[config.mk]
export PLATFORM = sky130hd
export DESIGN_NAME = i2c_temp_reader
export DESIGN_NICKNAME = d
export VERILOG_FILES = /design/src/rtl/i2c_pkg.sv /design/src/rtl/i2c_bit_phase.sv /design/src/rtl/i2c_temp_reader.sv
export SDC_FILE = /design/constraint.sdc
export NUM_CORES = 1
export LEC_CHECK = 0
export BUFFER_PORTS_ARGS = -buffer_cell sky130_fd_sc_hd__buf_4
export CORE_ASPECT_RATIO = 0.75
export CORE_MARGIN = 1.5
export CORE_UTILIZATION = 55
export CTS_CLUSTER_DIAMETER = 50
export DETAILED_ROUTE_END_ITERATION = 8
export GPL_ROUTABILITY_DRIVEN = 0
export PLACE_DENSITY = 0.84
export SYNTH_ARGS = -nofsm -noshare
export SYNTH_HDL_FRONTEND = slang
export SYNTH_SLANG_ARGS = --single-unit
[constraint.sdc]
create_clock -name FSM_Clk -period 4.76 [get_ports FSM_Clk]
set_input_delay 0.714 -clock FSM_Clk [delete_from_list [all_inputs] [get_ports FSM_Clk]]
set_output_delay 0.714 -clock FSM_Clk [all_outputs]
set_load 0.01 [all_outputs]
[src/rtl/i2c_pkg.sv]
// Shared state encodings, quarter constants and bit counts for the I2C temperature reader.
// Used by i2c_temp_reader and i2c_bit_phase.
package i2c_pkg;

  typedef enum logic [7:0] {
    S_IDLE   = 8'd0,
    S_START  = 8'd1,
    S_WADDR  = 8'd2,
    S_WACK   = 8'd3,
    S_PTR    = 8'd4,
    S_PACK   = 8'd5,
    S_RSTART = 8'd6,
    S_RADDR  = 8'd7,
    S_RACK   = 8'd8,
    S_RD_MSB = 8'd9,
    S_MACK   = 8'd10,
    S_RD_LSB = 8'd11,
    S_MNACK  = 8'd12,
    S_STOP   = 8'd13,
    S_DONE   = 8'd14
  } state_e;

  localparam logic [1:0] Q0 = 2'd0;
  localparam logic [1:0] Q1 = 2'd1;
  localparam logic [1:0] Q2 = 2'd2;
  localparam logic [1:0] Q3 = 2'd3;

  localparam logic [3:0] BITS_PER_BYTE = 4'd9;
  localparam logic [3:0] LAST_DATA_BIT = 4'd7;

  // Ninth-bit slots keep the bit index running instead of restarting it.
  function automatic logic is_ack_state(state_e s);
    return s inside {S_WACK, S_PACK, S_RACK, S_MACK, S_MNACK};
  endfunction

  function automatic logic is_slave_ack(state_e s);
    return s inside {S_WACK, S_PACK, S_RACK};
  endfunction

endpackage

[src/rtl/i2c_bit_phase.sv]
// Quarter/bit sequencer: four quarters per bit, nine bits per byte, strobes for q2 sample and bit/byte end.
// Defining I2C_CLK_STRETCH_EN holds q2 while the sampled bus SCL is low.
module i2c_bit_phase
  import i2c_pkg::*;
(
  input  logic       clk_i,
  input  logic       reset_i,
  input  logic       en_i,
  input  logic       clr_i,
  input  logic       scl_i,
  output logic [1:0] qtr_o,
  output logic [3:0] bit_o,
  output logic       sample_o,
  output logic       bit_end_o,
  output logic       byte_end_o
);

  logic [1:0] qtr_q, qtr_d;
  logic [3:0] bit_q, bit_d;
  logic       adv;

`ifdef I2C_CLK_STRETCH_EN
  assign adv = en_i && !((qtr_q == Q2) && !scl_i);
`else
  logic unused_scl;
  assign unused_scl = scl_i;
  assign adv = en_i;
`endif

  assign qtr_o      = qtr_q;
  assign bit_o      = bit_q;
  assign sample_o   = adv && (qtr_q == Q2);
  assign bit_end_o  = adv && (qtr_q == Q3);
  assign byte_end_o = bit_end_o && (bit_q == BITS_PER_BYTE - 4'd1);

  always_comb begin
    qtr_d = qtr_q;
    bit_d = bit_q;
    if (clr_i) begin
      qtr_d = Q0;
      bit_d = '0;
    end else if (adv) begin
      qtr_d = qtr_q + 2'd1;
      if (qtr_q == Q3) begin
        bit_d = (bit_q == BITS_PER_BYTE - 4'd1) ? 4'd0 : bit_q + 4'd1;
      end
    end
  end

  always_ff @(posedge clk_i) begin
    if (reset_i) begin
      qtr_q <= Q0;
      bit_q <= '0;
    end else begin
      qtr_q <= qtr_d;
      bit_q <= bit_d;
    end
  end

endmodule

[src/rtl/i2c_temp_reader.sv]
// I2C master: pointer write, repeated start, two-byte read; result held in temperature.
// Optional clock stretching via I2C_CLK_STRETCH_EN (handled in i2c_bit_phase).
module i2c_temp_reader
  import i2c_pkg::*;
#(
  parameter int ADDR_W = 7
) (
  input  logic              FSM_Clk,
  input  logic              reset,
  input  logic              start,
  input  logic [ADDR_W-1:0] dev_addr,
  input  logic [7:0]        reg_addr,
  input  logic              SDA_i,
  input  logic              SCL_i,
  output logic              SCL,
  output logic              SDA_o,
  output logic              SDA_oe,
  output logic              busy,
  output logic              done,
  output logic              error,
  output logic              ACK_bit,
  output logic [7:0]        State,
  output logic [15:0]       temperature
);

  state_e            state_q, state_d;
  logic [ADDR_W-1:0] dev_addr_q, dev_addr_d;
  logic [7:0]        reg_addr_q, reg_addr_d;
  logic              error_q, error_d;
  logic              ack_q, ack_d;
  logic [15:0]       rx_q, rx_d;
  logic [15:0]       temp_q, temp_d;

  logic [1:0] qtr;
  logic [3:0] bit_idx;
  logic       sample, bit_end, byte_end, data_last;
  logic       run, clr;
  logic [7:0] tx_byte, tx_shift;

  assign run       = (state_q != S_IDLE) && (state_q != S_DONE);
  assign clr       = (state_d != state_q) && !is_ack_state(state_d);
  assign data_last = bit_end && (bit_idx == LAST_DATA_BIT);

  i2c_bit_phase u_phase (
    .clk_i      (FSM_Clk),
    .reset_i    (reset),
    .en_i       (run),
    .clr_i      (clr),
    .scl_i      (SCL_i),
    .qtr_o      (qtr),
    .bit_o      (bit_idx),
    .sample_o   (sample),
    .bit_end_o  (bit_end),
    .byte_end_o (byte_end)
  );

  always_ff @(posedge FSM_Clk) begin
    if (reset) begin
      state_q    <= S_IDLE;
      dev_addr_q <= '0;
      reg_addr_q <= '0;
      error_q    <= 1'b0;
      ack_q      <= 1'b1;
      rx_q       <= '0;
      temp_q     <= '0;
    end else begin
      state_q    <= state_d;
      dev_addr_q <= dev_addr_d;
      reg_addr_q <= reg_addr_d;
      error_q    <= error_d;
      ack_q      <= ack_d;
      rx_q       <= rx_d;
      temp_q     <= temp_d;
    end
  end

  always_comb begin
    state_d    = state_q;
    dev_addr_d = dev_addr_q;
    reg_addr_d = reg_addr_q;
    error_d    = error_q;
    ack_d      = ack_q;
    rx_d       = rx_q;
    temp_d     = temp_q;

    unique case (state_q)
      S_IDLE: begin
        if (start) begin
          state_d    = S_START;
          dev_addr_d = dev_addr;
          reg_addr_d = reg_addr;
          error_d    = 1'b0;
        end
      end
      S_START:  if (bit_end)   state_d = S_WADDR;
      S_WADDR:  if (data_last) state_d = S_WACK;
      S_WACK:   if (byte_end)  state_d = ack_q ? S_STOP : S_PTR;
      S_PTR:    if (data_last) state_d = S_PACK;
      S_PACK:   if (byte_end)  state_d = ack_q ? S_STOP : S_RSTART;
      S_RSTART: if (bit_end)   state_d = S_RADDR;
      S_RADDR:  if (data_last) state_d = S_RACK;
      S_RACK:   if (byte_end)  state_d = ack_q ? S_STOP : S_RD_MSB;
      S_RD_MSB: if (data_last) state_d = S_MACK;
      S_MACK:   if (byte_end)  state_d = S_RD_LSB;
      S_RD_LSB: if (data_last) state_d = S_MNACK;
      S_MNACK:  if (byte_end)  state_d = S_STOP;
      S_STOP:   if (bit_end)   state_d = S_DONE;
      S_DONE: begin
        state_d = S_IDLE;
        if (!error_q) temp_d = rx_q;
      end
      default: state_d = S_IDLE;
    endcase

    // A slave NACK is latched at the q2 sample; the branch to STOP waits for the bit to finish.
    if (sample && is_slave_ack(state_q)) begin
      ack_d   = SDA_i;
      error_d = error_q | SDA_i;
    end
    if (sample && ((state_q == S_RD_MSB) || (state_q == S_RD_LSB))) begin
      rx_d = {rx_q[14:0], SDA_i};
    end
  end

  always_comb begin
    tx_byte = reg_addr_q;
    if (state_q == S_WADDR) tx_byte = 8'({dev_addr_q, 1'b0});
    if (state_q == S_RADDR) tx_byte = 8'({dev_addr_q, 1'b1});
  end

  assign tx_shift = tx_byte << bit_idx;

  always_comb begin
    SCL    = 1'b1;
    SDA_o  = 1'b1;
    SDA_oe = 1'b0;
    case (state_q)
      S_START, S_RSTART: begin
        SDA_oe = 1'b1;
        SDA_o  = (qtr == Q0);
        SCL    = (qtr != Q3);
      end
      S_STOP: begin
        SDA_oe = 1'b1;
        SDA_o  = (qtr == Q3);
        SCL    = (qtr != Q0);
      end
      S_WADDR, S_PTR, S_RADDR: begin
        SDA_oe = 1'b1;
        SDA_o  = tx_shift[7];
        SCL    = qtr[1];
      end
      S_MACK: begin
        SDA_oe = 1'b1;
        SDA_o  = 1'b0;
        SCL    = qtr[1];
      end
      S_MNACK: begin
        SDA_oe = 1'b1;
        SDA_o  = 1'b1;
        SCL    = qtr[1];
      end
      S_WACK, S_PACK, S_RACK, S_RD_MSB, S_RD_LSB: SCL = qtr[1];
      default: ;
    endcase
  end

  assign busy        = run;
  assign done        = (state_q == S_DONE);
  assign error       = error_q;
  assign ACK_bit     = ack_q;
  assign State       = state_q;
  assign temperature = temp_q;

endmodule

# After elaboration in Yosys (flattened, before gate mapping)
# Cells that the tools add are included.
# W data, S select, Z words.
[classes]
add_sub_neg = 2
n_eq_ne = 26
shifts = 1
muxes = 27
bitwise = 2
reduce_logical = 27
[op_table]
columns = ["operator", "n"]
rows = [
  ["$mux W8", 16],
  ["$pmux W8 S14", 1],
  ["$eq A8 B4 Y1 const B", 10],
  ["$eq A8 B3 Y1 const B", 5],
  ["$eq A8 B2 Y1 const B", 3],
  ["$mux W4", 3],
  ["$reduce_or A10 Y1", 1],
  ["$eq A8 B1 Y1 const B", 1],
  ["$logic_and A1 B1 Y1", 8],
  ["$logic_not A8 Y1", 1],
  ["$ne A8 B4 Y1 const B", 1],
  ["$ne A8 B8 Y1", 1],
  ["$reduce_and A2 Y1", 4],
  ["$reduce_bool A8 Y1", 1],
  ["$reduce_or A8 Y1", 1],
  ["$shl A8 B4 Y8", 1],
  ["$reduce_bool A2 Y1", 3],
  ["$reduce_bool A5 Y1", 1],
  ["$add A4 B1 Y4 const B", 1],
  ["$eq A2 B2 Y1 const B", 2],
  ["$eq A4 B3 Y1 const B", 1],
  ["$eq A4 B4 Y1 const B", 1],
  ["$mux W1", 4],
  ["$pmux W1 S4", 1],
  ["12 further kinds", 13],
]
[word_totals]
ff_bits = 63
input_bits = 20
output_inout_bits = 31
elab_cells = 94

# Logic depth before layout (Yosys ltp)
[depth]
ltp_word = 11
depth_mapped = 10
mapped_depth_nobuf = 9

# By module
# From an unflattened synthesis, not the netlist that was laid out.
[hier_totals]
hier_cells = 382
hier_area_um2 = 3296.9
[by_module_without_submodules]
columns = ["mod", "n_inst", "cells_per_inst", "area_per_inst_um2"]
rows = [
  ["i2c_temp_reader", 1, 341, 2950.3],
  ["i2c_bit_phase", 1, 41, 346.6],
]

# Worst setup path before layout
# OpenSTA, ideal clock, no wires.
[synth_path]
kind = "register -> output"
from = "register state_q[7] (netlist: State[7])"
to = "output port SDA_o"
t_arrival_ps = 2282
required_ps = 4046
setup_slack_ps = 1764
stages_incl_launch_ff = 9
cell_sequence = "dfxtp_1 > nor4_1 > and3_1 > buf_6 > mux4_2 > mux2_2 > o211ai_2 > a31oi_1 > a2111o_1"
[synth_via]
elab_chain_cells = 5
[synth_lines]
columns = ["item", "line_no", "source"]
rows = [
  ["start: declaration", "i2c_temp_reader.sv:26", "state_e state_q, state_d;"],
  ["start signal: assignment", "i2c_temp_reader.sv:67", "state_q <= state_d;"],
  ["$eq A8 B2 Y1", "i2c_temp_reader.sv:127, i2c_temp_reader.sv:137", ""],
  ["$mux W8", "i2c_temp_reader.sv:127", "if (state_q == S_WADDR) tx_byte = 8'({dev_addr_q, 1'b0});"],
  ["$mux W8", "i2c_temp_reader.sv:128", "if (state_q == S_RADDR) tx_byte = 8'({dev_addr_q, 1'b1});"],
  ["$shl A8 B4 Y8", "i2c_temp_reader.sv:131", "assign tx_shift = tx_byte << bit_idx;"],
  ["$pmux W1 S4 (*)", "i2c_temp_reader.sv:137", "case (state_q)"],
  ["end: declaration", "i2c_temp_reader.sv:16", "output logic SDA_o,"],
]
# Every way passes the cells marked *; elsewhere a longest branch is shown, timed or not.

# Worst setup path after layout
# Same ends and word-level chain as after synthesis.

==> summary.txt <==
Global routing
  – Initial antenna violation count: 0
  – Largest net degree at the start of global routing: 55
  – Global route overflow: 0
  – First-pass GRT wire length: 11500 µm
  – Total global-route track usage: 24.9%
  – Vias in the first global route: 2439

Power
  – Lkg Pwr: 1.32 nW
  – Power density cells: 268 nW/µm²
  – Peak supply drop: 0.225 mV

Logic synthesis
  – Post-Syn Instances: 384
  – Post-synth top area cell: dfxtp_1
  – Synth top area share: 40.8%
  – EDFF count, synth: 0
  – Mean Syn Cell Area: 8.05 µm²
  – Total of warnings raised by yosys: 0
  – Unique cell type count in the Yosys netlist: 55
  – Sequential share of the synthesized area: 40.8%
  – Synth Flop Type: dfxtp_1
  – Mapped Area: 3090 µm²
  – Yosys reg bits: 63
  – Async set or reset register ratio after synthesis: 0%
  – Top post-synthesis cells by area: dfxtp_1 41%, nand2_1 9.7%, mux2i_1 7.1%, a21oi_1 6.8%, nor2_1 4.0%

Place
  – Hpwl dp: 4860 µm
  – Pre-CTS setup slack: 1.33 ns
  – IO buf count: 49

Floorplan
  – Initial Utilization: 57.5%
  – Row count: 23
  – Full die area: 6090 µm²
  – IO Pins: 51
  – Core region area: 5380 µm²
  – Die Y: 67.9 µm
  – Die X: 89.6 µm

Final layout
  – Filler cell count: 456
  – Commonest non-fill, non-tap cell in the layout: nand2_1
  – Nets: 450
  – Ratio of cells with drive above 1 in the final layout: 17.9%
  – Area grow syn2layout: 18.4%
  – Post-layout utilization of the core: 68.0%
  – Multi-input logic area: 1690 µm²
  – FF/Latch Area: 1260 µm²
  – Most frequent cells in the layout: 80 x nand2_1, 63 x dfxtp_1, 54 x buf_4
  – Ant. Diodes: 0

Clocking
  – Worst skew pair latency: 0.34 ns
  – Post-cts resize count: 0
  – Bufs on Longest Clock Path: 2
  – CTS Buf Count: 9
  – H-tree Lvls: 3
  – Clock sinks: 63
  – Post-CTS setup buffer count: 0
  – CTS tree: built
  – Root Buffer: clkbuf_8
  – CTS Hold Bufs: 0
  – Clock transition at the registers of the reported paths: 0.07 ns

STA
  – Final setup viols: 0
  – Clock Skew: 0.00751 ns
  – Max transition margin: 29.2%
  – Slew Viols, Final: 0
  – TNS Setup: 0 ns
  – Final min period: 3.76 ns
  – Final period utilization: 79.1%
  – Final worst slack: 0.996 ns
  – Tightest Pin Transition: 1.06 ns
  – Hold Vio Cnt, Final: 0
  – RSZ-0062 raised after global routing: false
  – Peak Freq: 266 MHz

Worst setup path
  – Cell Chain, Critical Path: nor4_1 -> buf_4 -> and3_1 -> mux4_2 -> mux2_2 -> o211ai_2 -> a31oi_1 -> a2111o_1 -> buf_4
  – Most used cell, CP: buf_4
  – Worst Path Required: 4.05 ns
  – Arrival time at the worst endpoint: 3.05 ns
  – Critical-path top delay cell: mux4_2
  – CP Launch Point: State[7]$_SDFF_PP0_
  – Startpoint types: register
  – Setup crit end: SDA_o
  – CP max stage delay: 0.52 ns
  – Crit Path Class: register to output pin
  – Crit Path Max Fanout: 11
  – Critical Path Stages: 9
  – R2R depth: 5
  – Register-to-register setup slack: 1.80 ns
  – Critical path buffers and inverters: 2
  – Setup crit end kind: output pin
  – Worst r2r dst: temperature[1]$_SDFFE_PP0P_
  – Reg-to-reg startpoint: State[7]$_SDFF_PP0_
  – CP top delay family: multiplexers

Outcome
  – Run status: finished, final reports clean

Detailed routing
  – Wire per inst: 14.3 µm
  – DRT Pass-1 Iters: 5
  – Drt drc: 0
  – Via count: 2860
  – Antenna Nets Post-Route: 0
  – Initial DRC count: 276
  – Vias per cell: 5.66
  – Final WL: 7240 µm

Worst hold path
  – Hold crit path type: register to register
  – Worst hold start: reg_addr_q[6]$_SDFFE_PP0P_
  – WHS Path Cells: 2

Flow run
  – Max Cap Viol: 0
## tightest hold or removal path: stages (launching register included)
cell and delay, ns:
dfxtp_1 0.31, nand2_1 0.05, a21oi_1 0.05
## metrics by stage
stage | cell area, µm² | hold slack (ns) | total power, mW | cells
after detailed placement | 3480 | 0.447 | 0.580 | 489
after global placement | 3480 | 0.442 | 0.580 | 489
after global routing | 3660 | 0.472 | 1.01 | 505
after floorplan | 3100 | 0.432 | 0.562 | 387
after CTS | 3660 | 0.456 | 0.990 | 505
final | 3660 | 0.454 | 0.983 | 505
## flip-flops by register name (all words and copies together), names as in the netlist
register	flops
State	8
dev_addr_q	7
error	1
reg_addr_q	8
ACK_bit	1
u_phase.qtr_o	2
rx_q	16
temperature	16
u_phase.bit_o	4
## cell type report
cell class,instances,share of cell area [%]
inverters,9,0.923
well taps,75,2.56
repair buffers,54,11.1
clock inverters,3,0.478
multi-input cells,288,46.2
clock buffers,13,4.34
flip-flops and latches,63,34.4
## synthesized netlist by cell type (all sizes together), types with 2 or more instances
| cell type | instances |
|---|---|
| a211oi | 2 |
| a21oi | 42 |
| mux4 | 3 |
| mux2i | 22 |
| a211o | 2 |
| xnor2 | 2 |
| o31ai | 2 |
| o22ai | 3 |
| nor4 | 3 |
| or4 | 3 |
| nand3 | 8 |
| nand4 | 4 |
| o21ai | 5 |
| ha | 5 |
| o21a | 2 |
| and2 | 2 |
| nand2b | 3 |
| nor2b | 8 |
| nor3 | 10 |
| a31oi | 7 |
| and4b | 2 |
| buf | 10 |
| nand4b | 2 |
| a22oi | 2 |
| dfxtp | 63 |
| o211ai | 7 |
| and3 | 3 |
| o2111ai | 2 |
| clkbuf | 17 |
| nor2 | 33 |
| nand2 | 80 |
| inv | 9 |
## layer usage
metal  part of all wire [%]  vias up  GRT usage, %
li1                       -     1422             -
met1                     46     1292          34.4
met2                     44      131          36.5
met3                    9.0       15          7.84
met4                    1.7        0          8.85
met5                      0        -             0
## cells by family (layout without fill, tap and decap cells)
logic type | count (synthesis) | after routing | synth area share [%]
AND/OR/NAND/NOR | 165 | 165 | 24.3
flip-flops | 63 | 63 | 40.8
other | 1 | 4 | 0.121
XOR/XNOR | 3 | 3 | 0.850
AO/OA/AOI/OAI | 85 | 85 | 17.3
multiplexers | 26 | 26 | 9.67
adder cells (fa/ha/maj) | 5 | 5 | 2.02
buffers and inverters | 36 | 79 | 5.02
## how the worst min path moves through the flow
stage,end,slack [ns]
3_3_place_gp,reg_addr_q[2]$_SDFFE_PP0P_,0.44
4_1_cts,reg_addr_q[6]$_SDFFE_PP0P_,0.46
3_5_place_dp,reg_addr_q[6]$_SDFFE_PP0P_,0.45
5_1_grt,reg_addr_q[6]$_SDFFE_PP0P_,0.47
2_1_floorplan,rx_q[15]$_SDFFE_PP0P_,0.43
6_report,reg_addr_q[6]$_SDFFE_PP0P_,0.45
## report_power, final
part           switching, mW  leakage, nW  internal, mW  total, mW
Combinational         0.0195        0.721        0.0164     0.0359
Clock                  0.198       0.0894         0.216      0.414
Sequential           0.00224        0.509         0.531      0.533
(Power assumes the default switching activity.)
